`src/rtl/div_avalon_mc.sv`:
```
// Multi-channel Avalon-MM radix-2 restoring divider: 2**CHW channels, each with its own
// register bank, FSM, done/dbz flags and irq enable. Define AVDIV_SIGNED_EN for signed division.
module div_avalon_mc #(
    parameter int W    = 32,
    parameter int CBIT = 6,
    parameter int CHW  = 1
) (
    input  logic               clk,
    input  logic               reset,
    input  logic [CHW+2:0]     div_address,
    input  logic               div_chipselect,
    input  logic               div_read,
    input  logic               div_write,
    input  logic [W-1:0]       div_writedata,
    output logic [W-1:0]       div_readdata,
    output logic               div_irq,
    output logic [(1<<CHW)-1:0] div_rdy
);
    localparam int NCH = 1 << CHW;

`ifdef AVDIV_SIGNED_EN
    localparam logic SGN_EN = 1'b1;
`else
    localparam logic SGN_EN = 1'b0;
`endif

    typedef enum logic [1:0] {S_IDLE, S_LOAD, S_OP, S_DONE} state_t;

    state_t          st_q  [NCH];
    state_t          st_d  [NCH];
    logic [W-1:0]    dvd_q [NCH];
    logic [W-1:0]    dvd_d [NCH];
    logic [W-1:0]    dvs_q [NCH];
    logic [W-1:0]    dvs_d [NCH];
    logic [W-1:0]    quo_q [NCH];
    logic [W-1:0]    quo_d [NCH];
    logic [W-1:0]    rem_q [NCH];
    logic [W-1:0]    rem_d [NCH];
    logic [W-1:0]    a_q   [NCH];
    logic [W-1:0]    a_d   [NCH];
    logic [W-1:0]    b_q   [NCH];
    logic [W-1:0]    b_d   [NCH];
    logic [W-1:0]    acc_q [NCH];
    logic [W-1:0]    acc_d [NCH];
    logic [CBIT-1:0] cnt_q [NCH];
    logic [CBIT-1:0] cnt_d [NCH];
    logic [W:0]      part  [NCH];
    logic [W:0]      diff  [NCH];

    logic [NCH-1:0]  ie_q, ie_d, done_q, done_d, dbz_q, dbz_d, sgn_q, sgn_d;
    logic [NCH-1:0]  negq_q, negq_d, negr_q, negr_d, rdy_q, rdy_d;
    logic [W-1:0]    rdata_q, rdata_d;
    logic            irq_q, irq_d;

    logic [CHW-1:0]  sel_ch;
    logic [2:0]      sel_reg;
    logic            wr_en, rd_en;

    assign sel_ch  = div_address[CHW+2:3];
    assign sel_reg = div_address[2:0];
    assign wr_en   = div_chipselect & div_write;
    assign rd_en   = div_chipselect & div_read;

    function automatic logic [W-1:0] magnitude(input logic [W-1:0] x, input logic sgn);
        return (sgn && x[W-1]) ? -x : x;
    endfunction

    function automatic logic [W-1:0] apply_sign(input logic [W-1:0] mag, input logic neg);
        return neg ? -mag : mag;
    endfunction

    // Trial subtraction; with acc < divisor the difference fits in W bits, so bit W is the borrow.
    always_comb begin
        for (int c = 0; c < NCH; c++) begin
            part[c] = {acc_q[c], a_q[c][W-1]};
            diff[c] = part[c] - {1'b0, b_q[c]};
        end
    end

    always_comb begin
        rdata_d = rdata_q;
        irq_d   = |(done_q & ie_q);
        ie_d    = ie_q;
        done_d  = done_q;
        dbz_d   = dbz_q;
        sgn_d   = sgn_q;
        negq_d  = negq_q;
        negr_d  = negr_q;
        rdy_d   = rdy_q;
        for (int c = 0; c < NCH; c++) begin
            st_d[c]  = st_q[c];
            dvd_d[c] = dvd_q[c];
            dvs_d[c] = dvs_q[c];
            quo_d[c] = quo_q[c];
            rem_d[c] = rem_q[c];
            a_d[c]   = a_q[c];
            b_d[c]   = b_q[c];
            acc_d[c] = acc_q[c];
            cnt_d[c] = cnt_q[c];

            if (wr_en && sel_ch == CHW'(c)) begin
                case (sel_reg)
                    3'd0: dvd_d[c] = div_writedata;
                    3'd1: dvs_d[c] = div_writedata;
                    3'd2: begin
                        if (div_writedata[0] && st_q[c] == S_IDLE) begin
                            st_d[c]  = S_LOAD;
                            a_d[c]   = dvd_q[c];
                            b_d[c]   = dvs_q[c];
                            sgn_d[c] = div_writedata[1] & SGN_EN;
                            done_d[c] = 1'b0;
                            dbz_d[c]  = 1'b0;
                            rdy_d[c]  = 1'b0;
                        end
                    end
                    3'd5: ie_d[c] = div_writedata[0];
                    default: ;
                endcase
            end

            // Engine registers belong to the FSM; bank writes above never touch them while busy.
            case (st_q[c])
                S_LOAD: begin
                    a_d[c]    = magnitude(a_q[c], sgn_q[c]);
                    b_d[c]    = magnitude(b_q[c], sgn_q[c]);
                    negq_d[c] = sgn_q[c] & (a_q[c][W-1] ^ b_q[c][W-1]);
                    negr_d[c] = sgn_q[c] & a_q[c][W-1];
                    dbz_d[c]  = (b_q[c] == '0);
                    acc_d[c]  = '0;
                    cnt_d[c]  = CBIT'(W);
                    st_d[c]   = S_OP;
                end
                S_OP: begin
                    if (!diff[c][W]) begin
                        acc_d[c] = diff[c][W-1:0];
                        a_d[c]   = {a_q[c][W-2:0], 1'b1};
                    end else begin
                        acc_d[c] = part[c][W-1:0];
                        a_d[c]   = {a_q[c][W-2:0], 1'b0};
                    end
                    cnt_d[c] = cnt_q[c] - CBIT'(1);
                    if (cnt_q[c] == CBIT'(1)) st_d[c] = S_DONE;
                end
                S_DONE: begin
                    // Divide-by-zero falls out naturally: all-ones magnitude and R = |A| re-signed.
                    quo_d[c]  = apply_sign(a_q[c], negq_q[c]);
                    rem_d[c]  = apply_sign(acc_q[c], negr_q[c]);
                    done_d[c] = 1'b1;
                    rdy_d[c]  = 1'b1;
                    st_d[c]   = S_IDLE;
                end
                default: ;
            endcase
        end

        if (rd_en) begin
            case (sel_reg)
                3'd0: rdata_d = dvd_q[sel_ch];
                3'd1: rdata_d = dvs_q[sel_ch];
                3'd2: begin
                    rdata_d      = '0;
                    rdata_d[3:0] = {sgn_q[sel_ch], dbz_q[sel_ch], done_q[sel_ch], rdy_q[sel_ch]};
                end
                3'd3: rdata_d = quo_q[sel_ch];
                3'd4: rdata_d = rem_q[sel_ch];
                3'd5: begin
                    rdata_d    = '0;
                    rdata_d[0] = ie_q[sel_ch];
                end
                default: rdata_d = '0;
            endcase
        end
    end

    always_ff @(posedge clk or posedge reset) begin
        if (reset) begin
            for (int c = 0; c < NCH; c++) begin
                st_q[c]  <= S_IDLE;
                dvd_q[c] <= '0;
                dvs_q[c] <= '0;
                quo_q[c] <= '0;
                rem_q[c] <= '0;
                a_q[c]   <= '0;
                b_q[c]   <= '0;
                acc_q[c] <= '0;
                cnt_q[c] <= '0;
            end
            ie_q    <= '0;
            done_q  <= '0;
            dbz_q   <= '0;
            sgn_q   <= '0;
            negq_q  <= '0;
            negr_q  <= '0;
            rdy_q   <= '1;
            rdata_q <= '0;
            irq_q   <= 1'b0;
        end else begin
            for (int c = 0; c < NCH; c++) begin
                st_q[c]  <= st_d[c];
                dvd_q[c] <= dvd_d[c];
                dvs_q[c] <= dvs_d[c];
                quo_q[c] <= quo_d[c];
                rem_q[c] <= rem_d[c];
                a_q[c]   <= a_d[c];
                b_q[c]   <= b_d[c];
                acc_q[c] <= acc_d[c];
                cnt_q[c] <= cnt_d[c];
            end
            ie_q    <= ie_d;
            done_q  <= done_d;
            dbz_q   <= dbz_d;
            sgn_q   <= sgn_d;
            negq_q  <= negq_d;
            negr_q  <= negr_d;
            rdy_q   <= rdy_d;
            rdata_q <= rdata_d;
            irq_q   <= irq_d;
        end
    end

    assign div_readdata = rdata_q;
    assign div_irq      = irq_q;
    assign div_rdy      = rdy_q;

endmodule

```
`config.mk`:
```
export PLATFORM = sky130hd
export DESIGN_NAME = div_avalon_mc
export DESIGN_NICKNAME = d
export VERILOG_FILES = /design/src/rtl/div_avalon_mc.sv
export SDC_FILE = /design/constraint.sdc
export NUM_CORES = 1
export LEC_CHECK = 0
export CAP_MARGIN = 15
export CORE_MARGIN = 8
export CORE_UTILIZATION = 55
export CTS_CLUSTER_DIAMETER = 120
export DETAILED_ROUTE_END_ITERATION = 8
export GPL_ROUTABILITY_DRIVEN = 0
export PLACE_DENSITY = 0.84
export SETUP_SLACK_MARGIN = 0.2
export SLEW_MARGIN = 20
export SYNTH_ARGS = -nofsm -noshare
export SYNTH_HDL_FRONTEND = slang
export SYNTH_SLANG_ARGS = --single-unit
```
`constraint.sdc`:
```
create_clock -name clk -period 18.55 [get_ports clk]
set_clock_uncertainty 0.05 [all_clocks]
set_input_delay 5.565 -clock clk [delete_from_list [all_inputs] [get_ports clk]]
set_output_delay 5.565 -clock clk [all_outputs]
set_load 0.05 [all_outputs]
```
## Word-level counts from Yosys, hierarchy flattened

Index checks and enable logic that the tools add are counted.

- Reductions and logical operators: 44
- $lt $le $gt $ge: 2
- Eq/ne operators: 13
- Bitwise logic cells: 7
- Mux-type cells: 66
- $add $sub $neg: 4

Operators with widths:

| kind | number |
|---|---|
| $mux 32 | 28 |
| $pmux 32 s2 | 4 |
| $pmux 32 s6 | 1 |
| $sub 33x32->33 | 2 |
| $logic_not 32->1 | 2 |
| $reduce_bool 2->1 | 14 |
| $pmux 6 s2 | 2 |
| $mux 1 | 21 |
| $reduce_bool 3->1 | 6 |
| $mux 2 | 8 |
| $reduce_and 4->1 | 4 |
| $eq 6x1->1 const B | 2 |
| $pmux 2 s3 | 2 |
| $reduce_and 2->1 | 6 |
| $reduce_and 3->1 | 4 |
| $sub 6x1->6 const B | 2 |
| $eq 2x2->1 const B | 4 |
| $eq 3x2->1 const B | 2 |
| $eq 3x3->1 const B | 2 |
| $eq 2x1->1 const B | 2 |
| $logic_and 1x1->1 | 4 |
| $logic_not 2->1 | 2 |
| $eq 3x1->1 const B | 1 |
| $logic_not 3->1 | 1 |
| other kinds (7) | 10 |

- Output and inout port bits: 35
- Word-level logic and storage cells: 164
- Input port bits: 41
- Register bits after elaboration: 505

## Longest topological paths before layout

- Depth in word-level cells: 7
- Depth in mapped cells: 15
- Depth with buffers taken out: 13

## Worst setup path after synthesis

OpenSTA, ideal clock, no wires.

- Path type: input to register
- Start: input port div_address[1]
- End: register a_q[32] (netlist bit)
- Stages on the path: 7
- Library setup time: 137 ps
- Required time: 18363 ps
- Path buffers: 2
- Path slack: 11085 ps
- Arrival time: 7278 ps
- Cell sequence: buf_2 -> nor2b_1 -> nor2b_1 -> nand4_1 -> a21oi_1 -> clkbuf_1 -> a21oi_1

- Longest elaborated chain between the ends: 3

Ends and longest elaborated chain:

| element | line | text |
|---|---|---|
| start, declared | 10 | `input logic [CHW+2:0] div_address,` |
| $eq 3x2->1 | 102 | `case (sel_reg)` |
| $reduce_bool 3->1 (no source line) | n/a |  |
| $reduce_and 4->1 (no source line) | n/a |  |
| end signal, assigned by index | 204 | `a_q[c] <= a_d[c];` |
| end, declared | 39 | `logic [W-1:0] a_q [NCH];` |

No other way between the ends.
A chain may end at the register's enable or synchronous reset.

## Worst setup path after layout

- Start: input port div_address[0]
- End: register dvs_q[22] (netlist bit)

- Longest elaborated chain between the ends: 2

Ends and longest elaborated chain:

| element | line | text |
|---|---|---|
| $eq 3x1->1 | 102 |  |
| $reduce_and 2->1 (no source line) | n/a |  |
| end signal, assigned by index | 201 | `dvs_q[c] <= dvs_d[c];` |
| end, declared | 33 | `logic [W-1:0] dvs_q [NCH];` |

No other way between the ends.

==> key figures <==
STA
  – Slew at the pin with the worst max-slew slack: 1.157 ns
  – Portion of the clock cycle consumed by the worst path in the final layout: 0.4512
  – Setup repair after global routing missed its margin: no
  – Final slew viol count: 0
  – Setup total negative slack: 0 ns
  – Fmax: 119.5 MHz
  – Shortest clock period the worst path allows after layout: 8.370 ns
  – Hold Violations, Final: 0
  – Setup Viol. Count Final: 0
  – Headroom to the max-slew limit: 0.2284

Yosys
  – Leading cell types by total area after synthesis: sky130_fd_sc_hd__dfrtp_1 (49%), sky130_fd_sc_hd__mux2_2 (12%), sky130_fd_sc_hd__mux2i_1 (6.8%), sky130_fd_sc_hd__a21oi_1 (4.0%), sky130_fd_sc_hd__ha_1 (3.8%)
  – Top cells by instance count after synthesis: sky130_fd_sc_hd__dfrtp_1 (503), sky130_fd_sc_hd__mux2_2 (263), sky130_fd_sc_hd__a21oi_1 (203), sky130_fd_sc_hd__nor2_1 (177), sky130_fd_sc_hd__mux2i_1 (174)
  – Top cell type's share of synthesized area: 0.4915
  – Post-synth net total: 2480
  – Synth unique cells: 72
  – Top FF cell, synth: sky130_fd_sc_hd__dfrtp_1
  – Ys Warns: 0
  – Area of the mapped netlist: 25610 um^2
  – Most frequently used cell type in the post-synthesis netlist: sky130_fd_sc_hd__dfrtp_1
  – Cell type with the highest aggregate area in the netlist: sky130_fd_sc_hd__dfrtp_1
  – Sequential cell area fraction in the yosys report: 0.4936
  – Number of enable flip-flop cells after synthesis: 0
  – Synth Register Bits: 505
  – Async set-or-reset flop fraction in the synthesized netlist: 1.000
  – Mean instance size in the synthesized netlist: 10.86 um^2
  – Count of mapped cells out of synthesis: 2359

Layout
  – Share of cells above drive strength 1: 0.1712
  – Final net count: 2497
  – Post-synthesis to final-layout area growth: 11.74%
  – Core Util, Final: 0.6186
  – Fillcell total: 3384
  – Antenna cell count: 0

Status
  – Status: finished, final reports clean

GRT
  – Antenna violations before repair: 1
  – Pin count of the biggest net entering global routing: 86
  – Total global routing overflow: 0
  – Global-route wire length before repair: 111200 um
  – Global-route usage over all layers: 0.2599
  – Vias in the first global route: 19770

Hold path
  – Worst hold path depth: 2
  – Class of the most critical hold timing path: flip-flop to flip-flop

Floorplanning
  – Area enclosed by the die boundary: 53720 um^2
  – Core area: 46260 um^2
  – Vertical die dimension: 231.8 um
  – Io pins: 76
  – Die Wd: 231.8 um
  – Starting Density: 0.5536
  – Number of rows in the core area: 79

Power
  – Pwr/cell area: 121.8 nW/um^2
  – Leakage component of the power: 0.01212 uW
  – Maximum vdd ir drop: 61.81 uV

Critical path
  – CP Launch Type: primary input
  – Critical path arrival: 8.80 ns
  – CP max FO: 32
  – Kind of cell adding the most delay to the critical path: simple AND/OR/NAND/NOR gates
  – Bufs and invs on worst path: 1
  – Required arrival time at the worst endpoint: 18.98 ns
  – Crit Path Category: primary input to flip-flop
  – Largest stage delay on the critical path: 1.08 ns
  – Cell with the biggest individual delay on the critical path: sky130_fd_sc_hd__nor2_4
  – Reg2reg path depth: 12
  – Sequence of cells on the critical path: clkdlybuf4s50_1 -> nor2b_1 -> nand2b_1 -> nor2_4 -> mux2_2
  – Levels on crit path: 5
  – Critical path endpoint category: flip-flop

Clocking
  – Num CTS Buffers: 51
  – Number of clock sinks seen by CTS: 505
  – Total number of H-tree levels: 2
  – Clock tree from TritonCTS: yes
  – # resized after CTS: 0
  – Clock-pin slew on the worst setup and hold paths: 0.06 ns
  – Buffers from clock root to sink, at most: 3
  – Number of buffers inserted by post-CTS setup repair: 0
  – Clock Root Buffer: sky130_fd_sc_hd__clkbuf_16
  – Clock insertion delay at the later pin of the skew report: 0.60 ns
  – # hold bufs at CTS: 0

Drt
  – Count of unresolved DRC violations after routing: 0
  – Via count: 19600
  – WL per Instance: 23.43 um
  – Antenna viol nets, final: 0
  – Iteration-0 DRC count of the detailed router: 2281
  – Number of iterations in the first detailed-routing pass: 6
  – Ratio of routed vias to standard cells: 6.491
  – Final wirelength: 70750 um

Flow run
  – Number of max-cap violations: 0

Placed design
  – HPWL after detailed placement: 46920 um
  – Count of buffers from port buffering: 75
[routing by layer]
metal	vias to the layer above	global-route usage	wire length, um
li1	8534	-	-
met1	9816	0.3450	28550
met2	1005	0.4095	32540
met3	247	0.04532	6132
met4	2	0.1295	3523
met5	-	0	12
[report_power, final]
part | leakage (uW) | switching [uW] | internal, uW
clock | 0.000840 | 439 | 628
combinational | 0.00522 | 495 | 348
sequential | 0.00606 | 215 | 1360
[cells by family (layout without fill, tap and decap cells)]
group / count (synthesis) / after routing / synth area share
adders and majority gates: 80 / 80 / 0.03967
AOI/OAI and AO/OA: 573 / 573 / 0.1434
muxes: 437 / 437 / 0.1837
and+or+nand+nor: 450 / 450 / 0.07901
DFF: 505 / 505 / 0.4936
buffers and inverters: 258 / 312 / 0.04080
xor gates and xnor gates: 56 / 56 / 0.01989
[layout make-up]
class                           count  area (um^2)  share of cell area
Clock inverter                     14        183.9            0.006428
Inverter                          120        454.2             0.01587
Tap cell                          607        759.5             0.02654
Sequential cell                   505        12640              0.4417
Timing Repair Buffer              102        996.0             0.03481
Multi-Input combinational cell   1596        12040              0.4207
Clock buffer                       76         1543             0.05391
[final timing paths]
| kind | from | to | slack [ns] |
|---|---|---|---|
| min | cnt_q[4]$_DFFE_PP0P_ | cnt_q[4]$_DFFE_PP0P_ | 0.43 |
| max reg2reg | a_q[63]$_DFFE_PP0P_ | acc_q[54]$_DFFE_PP0P_ | 14.50 |
| max in group asynchronous | reset | div_readdata[26]$_DFFE_PP0P_ | 10.54 |
| min reg2reg | cnt_q[4]$_DFFE_PP0P_ | cnt_q[4]$_DFFE_PP0P_ | 0.43 |
| max | div_address[0] | dvs_q[22]$_DFFE_PP0P_ | 10.18 |
| min in group asynchronous | reset | cnt_q[0]$_DFFE_PP0P_ | 5.45 |
[metrics by stage]
step	setup WS (ns)	area, um^2	total power [uW]	std cells	hold WS (ns)
after floorplan	6.082	25610	2126	2359	0.3916
after global placement	9.780	26820	2339	2927	0.4077
after detailed placement	9.602	26840	2403	2928	0.4193
after CTS	10.23	28560	3474	3018	0.4341
after global routing	10.05	28610	3631	3020	0.4573
final	10.18	28610	3486	3020	0.4301
[flip-flops by register name, summed over array words and instances (netlist names)]
signal        flops
a_q              64
acc_q            64
b_q              64
dvd_q            64
dvs_q            64
quo_q            64
rem_q            64
div_readdata     32
cnt_q            12
st_q              4
dbz_q             2
div_rdy           2
done_q            2
ie_q              2
div_irq           1
[cell usage in the layout (no fill, tap or decap), types with 8 or more instances in the layout]
cell	instances
sky130_fd_sc_hd__a211oi_1	9
sky130_fd_sc_hd__a21o_1	33
sky130_fd_sc_hd__a21oi_1	201
sky130_fd_sc_hd__a221oi_1	31
sky130_fd_sc_hd__a22oi_1	29
sky130_fd_sc_hd__a31oi_1	8
sky130_fd_sc_hd__buf_4	23
sky130_fd_sc_hd__clkbuf_1	10
sky130_fd_sc_hd__clkbuf_16	53
sky130_fd_sc_hd__clkbuf_8	13
sky130_fd_sc_hd__clkdlybuf4s50_1	74
sky130_fd_sc_hd__dfrtp_1	503
sky130_fd_sc_hd__ha_1	74
sky130_fd_sc_hd__inv_1	119
sky130_fd_sc_hd__mux2_2	263
sky130_fd_sc_hd__mux2i_1	174
sky130_fd_sc_hd__nand2_1	136
sky130_fd_sc_hd__nand2b_1	13
sky130_fd_sc_hd__nand3_1	27
sky130_fd_sc_hd__nand3b_1	8
sky130_fd_sc_hd__nand4_1	17
sky130_fd_sc_hd__nor2_1	171
sky130_fd_sc_hd__nor2b_1	9
sky130_fd_sc_hd__nor3_1	15
sky130_fd_sc_hd__nor4_1	13
sky130_fd_sc_hd__o211ai_1	9
sky130_fd_sc_hd__o21ai_0	105
sky130_fd_sc_hd__o21bai_1	8
sky130_fd_sc_hd__o22ai_1	55
sky130_fd_sc_hd__o2bb2ai_1	18
sky130_fd_sc_hd__o31ai_1	9
sky130_fd_sc_hd__or3_1	9
sky130_fd_sc_hd__xnor2_1	39
sky130_fd_sc_hd__xor2_1	16
[worst min-delay path: stages (launching register included)]
cell and delay, ns:
sky130_fd_sc_hd__dfrtp_1 0.34, sky130_fd_sc_hd__nand2_1 0.05, sky130_fd_sc_hd__o21ai_0 0.06
Power figures use the tool's default switching activity.
